`config.mk`:
```
export PLATFORM = sky130hd
export DESIGN_NAME = spram_arb_ctrl
export DESIGN_NICKNAME = d
export VERILOG_FILES = /design/src/rtl/spram_arb_ctrl.sv
export SDC_FILE = /design/constraint.sdc
export NUM_CORES = 1
export LEC_CHECK = 0
export ABC_AREA = 1
export ABC_CLOCK_PERIOD_IN_PS = 1500
export CORE_ASPECT_RATIO = 1.25
export CORE_MARGIN = 2
export CORE_UTILIZATION = 25
export CTS_CLUSTER_DIAMETER = 80
export DETAILED_ROUTE_END_ITERATION = 10
export PLACE_DENSITY_LB_ADDON = 0.15
export SLEW_MARGIN = 20
export SYNTH_ARGS = -nofsm -noshare
export SYNTH_HDL_FRONTEND = slang
export SYNTH_SLANG_ARGS = --single-unit
```
`constraint.sdc`:
```
create_clock -name clk -period 1.5 [get_ports clk]
set_input_delay 0.15 -clock clk [delete_from_list [all_inputs] [get_ports clk]]
set_output_delay 0.15 -clock clk [all_outputs]
set_load 0.01 [all_outputs]
```
`src/rtl/spram_arb_ctrl.sv`:
```
// spram_arb_ctrl: two-port arbiter and power controller for a 16K x 32
// cascaded SPRAM pair.
//   clk, rst_n          single clock, asynchronous active-low reset
//   sleep_en            1 = idle sleep allowed
//   req/we/addr/wdata/be{0,1}   per-port requests, payload held until granted
//   gnt{0,1}            combinational grant (access issued this cycle)
//   rvalid{0,1}, rdata  read return, one cycle after the read grant
//   asleep              registered: controller is in SLEEP or WAKE
//   mem_*               SPRAM pair controls; mem_dout is the read data back
module spram_arb_ctrl #(
  parameter int IDLE_LIMIT  = 64,  // 1..255
  parameter int WAKE_CYCLES = 3    // 1..15
) (
  input  logic        clk,
  input  logic        rst_n,
  input  logic        sleep_en,
  input  logic        req0,
  input  logic        req1,
  input  logic        we0,
  input  logic        we1,
  input  logic [13:0] addr0,
  input  logic [13:0] addr1,
  input  logic [31:0] wdata0,
  input  logic [31:0] wdata1,
  input  logic [3:0]  be0,
  input  logic [3:0]  be1,
  output logic        gnt0,
  output logic        gnt1,
  output logic        rvalid0,
  output logic        rvalid1,
  output logic [31:0] rdata,
  output logic        asleep,
  output logic [13:0] mem_addr,
  output logic [31:0] mem_din,
  output logic [7:0]  mem_mask,
  output logic        mem_wren,
  output logic        mem_cs,
  output logic        mem_standby,
  output logic        mem_sleep,
  output logic        mem_poweroff,
  input  logic [31:0] mem_dout
);

  localparam logic [7:0] IDLE_MAX  = 8'(IDLE_LIMIT);
  localparam logic [7:0] IDLE_TRIG = 8'(IDLE_LIMIT - 1);
  localparam logic [3:0] WAKE_LAST = 4'(WAKE_CYCLES - 1);

  typedef enum logic [1:0] {ACTIVE, SLEEP, WAKE} state_t;

  typedef struct packed {
    logic        we;
    logic [13:0] addr;
    logic [31:0] wdata;
    logic [3:0]  be;
  } acc_t;

  state_t      state, state_nxt;
  logic [7:0]  idle_cnt, idle_cnt_nxt;
  logic [3:0]  wake_cnt, wake_cnt_nxt;
  logic        last_gnt;
  logic [1:0]  req, gnt_raw, gnt;
  acc_t [1:0]  acc;
  acc_t        sel;
  logic [7:0]  mask_exp;
  logic        issue;

  assign req    = {req1, req0};
  assign acc[0] = {we0, addr0, wdata0, be0};
  assign acc[1] = {we1, addr1, wdata1, be1};

  always_comb begin
    state_nxt    = state;
    idle_cnt_nxt = idle_cnt;
    wake_cnt_nxt = wake_cnt;
    gnt_raw      = 2'b00;
    case (state)
      ACTIVE: begin
        // Under contention the port that did not win last time goes.
        if (&req) gnt_raw = last_gnt ? 2'b01 : 2'b10;
        else      gnt_raw = req;
        if (|req) begin
          idle_cnt_nxt = '0;
        end else if (sleep_en && idle_cnt == IDLE_TRIG) begin
          state_nxt    = SLEEP;
          idle_cnt_nxt = '0;
        end else if (idle_cnt != IDLE_MAX) begin
          idle_cnt_nxt = idle_cnt + 8'd1;
        end
      end
      SLEEP: begin
        if ((|req) || !sleep_en) begin
          state_nxt    = WAKE;
          wake_cnt_nxt = '0;
        end
      end
      WAKE: begin
        if (wake_cnt == WAKE_LAST) begin
          state_nxt    = ACTIVE;
          wake_cnt_nxt = '0;
        end else begin
          wake_cnt_nxt = wake_cnt + 4'd1;
        end
      end
      default: state_nxt = ACTIVE;
    endcase
  end

  // Grants are combinational; gating with rst_n keeps the memory quiet
  // while reset is held even if requests are already up.
  assign gnt   = gnt_raw & {2{rst_n}};
  assign gnt0  = gnt[0];
  assign gnt1  = gnt[1];
  assign issue = |gnt;
  assign sel   = gnt[1] ? acc[1] : acc[0];

  // Each byte enable covers two nibble-mask bits of the SPRAM pair.
  for (genvar b = 0; b < 4; b++) begin : g_mask
    assign mask_exp[2*b +: 2] = {2{sel.be[b]}};
  end

  assign mem_cs       = issue;
  assign mem_wren     = issue & sel.we;
  assign mem_addr     = sel.addr;
  assign mem_din      = sel.wdata;
  assign mem_mask     = (issue & sel.we) ? mask_exp : 8'h00;
  assign mem_sleep    = (state == SLEEP);
  assign mem_standby  = 1'b0;
  assign mem_poweroff = 1'b1;
  assign rdata        = mem_dout;

  always_ff @(posedge clk or negedge rst_n) begin
    if (!rst_n) begin
      state    <= ACTIVE;
      idle_cnt <= '0;
      wake_cnt <= '0;
      last_gnt <= 1'b1;
      rvalid0  <= 1'b0;
      rvalid1  <= 1'b0;
      asleep   <= 1'b0;
    end else begin
      state    <= state_nxt;
      idle_cnt <= idle_cnt_nxt;
      wake_cnt <= wake_cnt_nxt;
      if (issue) last_gnt <= gnt[1];
      rvalid0  <= gnt[0] & ~we0;
      rvalid1  <= gnt[1] & ~we1;
      asleep   <= (state_nxt != ACTIVE);
    end
  end

endmodule

```
---- Word-level counts from Yosys, hierarchy flattened ----
Index checks and enable logic that the tools add are counted.
W data, S select, Z words.
word-level totals
  register bits ........................... 18
  bits of input ports ..................... 139
  output and inout bits ................... 96
cells by class
  add/sub/neg operators ................... 2
  equality and inequality tests ........... 6
  muxes and demuxes ....................... 16
  bitwise logic cells ..................... 6
  reductions and logical operators ........ 12
operator list
  kind                   number
  $mux W51               1
  $mux W8                4
  $mux W2                7
  $add A8 B1 Y8 const B  1
  $eq A8 B6 Y1 const B   1
  $mux W4                2
  $ne A8 B7 Y1 const B   1
  $pmux W4 S2            1
  $pmux W2 S3            1
  $reduce_and A2 Y1      3
  $add A4 B1 Y4 const B  1
  $eq A4 B2 Y1 const B   1
  $reduce_bool A2 Y1     2
  $reduce_or A2 Y1       2
  $and A1 B1 Y1          3
  $reduce_bool A3 Y1     1
  $and A2 B2 Y2          1
  $eq A2 B1 Y1 const B   1
  $eq A2 B2 Y1 const B   1
  $logic_not A2 Y1       1
  $ne A2 B1 Y1 const B   1
  $not A1 Y1             2
  $logic_and A1 B1 Y1    1
  $logic_not A1 Y1       1
  $logic_or A1 B1 Y1     1

---- Depth between registers and ports, before layout ----
  depth after elaboration ................. 7
  mapped depth ............................ 10
  depth with buffers taken out ............ 10

---- Worst setup path after synthesis ----
Ideal clock, no wire load.
  path type ............................... flip-flop to output port
  from .................................... register last_gnt
  to ...................................... output mem_mask[1]
  arrival ................................. 1530 ps
  slack ................................... -180 ps
  stages on the path, launching flop included .. 9
  cells stage by stage .................... dfstp_2 nand2_1 nand4_4 clkbuf_1 nand2_1 nand2_1 inv_1 nor2_1 buf_4
on the way
  word-level cells in the longest chain between the ends .. 7
  elaborated cells on any way between the ends .. 8
  those cells by class .................... 5 x mux; 2 x bitwise; 1 x reduce/logical
RTL lines
  element                                       RTL line  text
  start: declaration                            60        logic last_gnt;
  start signal: assignment                      144       if (issue) last_gnt <= gnt[1];
  $mux W2 (*) (2 in series)                     79        if (&req) gnt_raw = last_gnt ? 2'b01 : 2'b10;
  $mux W2 (*)                                   76        case (state)
  $and A2 B2 Y2 (*)                             110       assign gnt = gnt_raw & {2{rst_n}};
  $reduce_or A2 Y1 or $mux W51 (tied branches)  113, 114
  $and A1 B1 Y1                                 125       assign mem_mask = (issue & sel.we) ? mask_exp : 8'h00;
  $mux W8 (*)                                   125
  end: declaration                              35        output logic [7:0] mem_mask,
Every way passes the cells marked *; elsewhere a longest branch is shown, timed or not.

---- Worst setup path in the final report ----
  from .................................... register state[0]
  to ...................................... output mem_addr[6]
on the way
  word-level cells in the longest chain between the ends .. 4
RTL lines
  element                   RTL line  text
  start: declaration        57        state_t state, state_nxt;
  start signal: assignment  141       state <= state_nxt;
  $logic_not A2 Y1          76
  $mux W2                   76
  $and A2 B2 Y2             110
  $mux W51                  114       assign sel = gnt[1] ? acc[1] : acc[0];
  end: declaration          33        output logic [13:0] mem_addr,
Every way passes these cells.

==> results.txt <==
status - finished, violations left
violated checks - setup timing
CP cell instances - nor2_4 > nand4_4 > inv_4 > buf_12 > buf_12 > clkbuf_16 > nand2_1 > nand2_1 > buf_2
CTS tree - yes
Reg2Reg Setup Slack - 0.11 ns
fin nets - 660
Filler Cells Inserted - 774
Avg WL per Cell - 13.8 um
CTS root buf - clkbuf_8
CTS buffer count - 3
drt pass-1 iters - 4
GRT Total Usage - 18.0%
Remaining Overflow, GRT - 0
commonest cells in the netlist - nand2_1 (191), buf_4 (39), inv_1 (29)
combinational cell fraction of total power - 54.3%
maximum VDD drop - 287 uV
clock slew at reported path FFs - 0.07 ns
Clk pwr share - 20.0%
Fmax - 0.514 GHz
Die X - 83.4 um
Setup Crit Path Kind - flop to output port
CP required - 1.35 ns
Critical Path Stages - 9
min Tclk post-route - 1.94 ns
initial core utilization - 25.6%
CP max-delay cell - dfrtp_1
RSZ-0062 raised after global routing - yes
Syn Std Cell Area - 0.00197 mm^2
Hold Path Stages - 0
# IOs - 235
delay-heaviest family, CP - buffers and inverters
final instance area - 0.00401 mm^2
Avg Vias per Cell - 4.38
Top FF cell, synth - dfrtp_1
GPL Wtd Cong - 0.855
dpl cells - 591
min-delay worst type - input pin to output port
final wirelength - 8.41 mm
most frequent cell after synthesis - nand2_1
largest net degree at the start of global routing - 21
buffers and inverters on the worst path - 5
CP endpoint kind - output port
top cell type by total area after synthesis - nand2_1
Final setup viols - 58
routing usage on met2 - 30.4%
area delta synth->final - 104%
height of the die - 103 um
ant diodes - 0
final slew viol count - 0
register area share after synthesis - 22.9%
fin crit share - 130%
Worst Path Max Fanout - 7
DR iter-0 viols - 113
clk buf depth - 2
Post-Syn Nets - 492
worst slack at placement - -0.698 ns
layout cells sized above 1 - 30.2%
first-pass GRT wire length - 12.4 mm
final hold violations - 0
post-synth top area share - 36.4%
CORE AREA - 0.00770 mm^2
clock sink count - 18
Area contributors post-synth - nand2_1 (36%), dfrtp_1 (22%), buf_4 (15%), inv_1 (5.5%), nand3_1 (4.3%)
Clk Latency, worst-skew pair - 0.25 ns
HPWL Detailed - 6.71 mm
CP max stage delay - 0.41 ns
type of origin of the critical path - flop
GRT met1 Usage - 22.7%
Gate Count Post-Synth - 349
number of global-route vias before repair - 2615
critical path arrival - 1.79 ns
H-tree depth - 1
switching power total - 617 uW
sw frac - 31.2%
DR vias - 2677
Reg power frac - 25.6%
EDFF count, synth - 0
Post-DP Area - 0.00374 mm^2
met3 Track Usage GR - 5.32%
post-route setup slack - -0.444 ns
P_int - 1360 uW
Seq cells post-synth - 18
Leak Pwr - 0.00210 uW
Syn Area/Cell - 5.64 um^2
Final ANT Viol Nets - 0
Worst Clk Skew - 0.00263 ns
die area - 0.00861 mm^2
power per cell area - 494 mW/mm^2
post-synth cell types - 21
worst r2r path cells - 7
maxcap violations - 0
global route hottest layer - met2
hold-fix buffers at CTS - 0
Port Buffers - 168
# rows - 36
asr flop ratio synth - 100%
Layout Cells excl Fill - 611
initial antenna violation count - 0
YS warnings - 0
DRC - 0
[layout make-up]
| class | count | area [um^2] | share of cell area, % |
|---|---|---|---|
| clock buffers | 4 | 55.1 | 1.37 |
| flip-flops and latches | 18 | 452 | 11.3 |
| multi-input cells | 253 | 1240 | 30.9 |
| repair buffers | 211 | 2030 | 50.6 |
| well taps | 95 | 119 | 2.96 |
| inverters | 30 | 115 | 2.87 |
[registers in the layout, indices dropped and copies added, names as in the netlist]
name / count
state: 2
idle_cnt: 8
rvalid0: 1
asleep: 1
rvalid1: 1
last_gnt: 1
wake_cnt: 4
[stage by stage]
step | util (%) | total power [uW] | TNS (ns) | hold WS [ns]
6_report | 52.1 | 1980 | -19.63 | 0.300
5_1_grt | 52.1 | 2120 | -25.05 | 0.300
4_1_cts | 48.9 | 1900 | -19.20 | 0.300
3_5_place_dp | 48.5 | 1530 | -37.26 | 0.300
3_3_place_gp | 48.5 | 1540 | -35.53 | 0.300
2_1_floorplan | - | 927 | 0 | -0.146
[final timing paths]
check                                  start          end
max in group asynchronous              rst_n     last_gnt
worst max register to register      state[0]      rvalid1
worst min-delay path            mem_dout[29]    rdata[29]
worst max-delay path                state[0]  mem_addr[6]
worst min register to register   wake_cnt[1]  wake_cnt[1]
min in group asynchronous              rst_n  idle_cnt[6]
[placed cells by master (no fill, tap or decap), types with 13 or more instances in the layout]
master	n
nand2_1	161
clkdlybuf4s50_1	109
buf_6	40
buf_2	35
nand2_2	27
inv_1	23
buf_4	18
dfrtp_1	17
nand3_1	16
nor2_1	13
[cell families (layout without fill, tap and decap cells)]
group | after synthesis | in the layout | share of synthesized area [%]
and+or+nand+nor | 235 | 235 | 47.6
buffers and inverters | 78 | 245 | 22.6
DFF | 18 | 18 | 22.9
AOI/OAI and AO/OA | 8 | 8 | 2.16
adders and majority gates | 4 | 4 | 2.54
xor gates and xnor gates | 4 | 4 | 1.78
other | 2 | 2 | 0.381
[power groups by stage]
| stage | combinational, uW | sequential (uW) | clock [uW] |
|---|---|---|---|
| CTS | 980 | 506 | 412 |
| finish | 1080 | 507 | 397 |
| floorplan | 412 | 514 | 0 |
| detailed placement | 1020 | 514 | 0 |
| global placement | 1020 | 514 | 0 |
| global route | 1170 | 509 | 433 |
[metal layers]
layer  routed length, um  up-vias  share of wire [%]
li1                    -     1341                  -
met1                3440     1188                 41
met2                4030      124                 48
met3                 772       24                9.2
met4                 160        0                1.9
met5                   0        -                  0
[repair_timing]
action / CTS / global route
gates cloned: 0 / 3
pin swaps: 6 / 20
gates resized for setup: 251 / 71
setup endpoints to repair: 59 / 67
buffers inserted: 19 / 8
hold endpoints to repair: 0 / 0
Power figures use the tool's default switching activity.
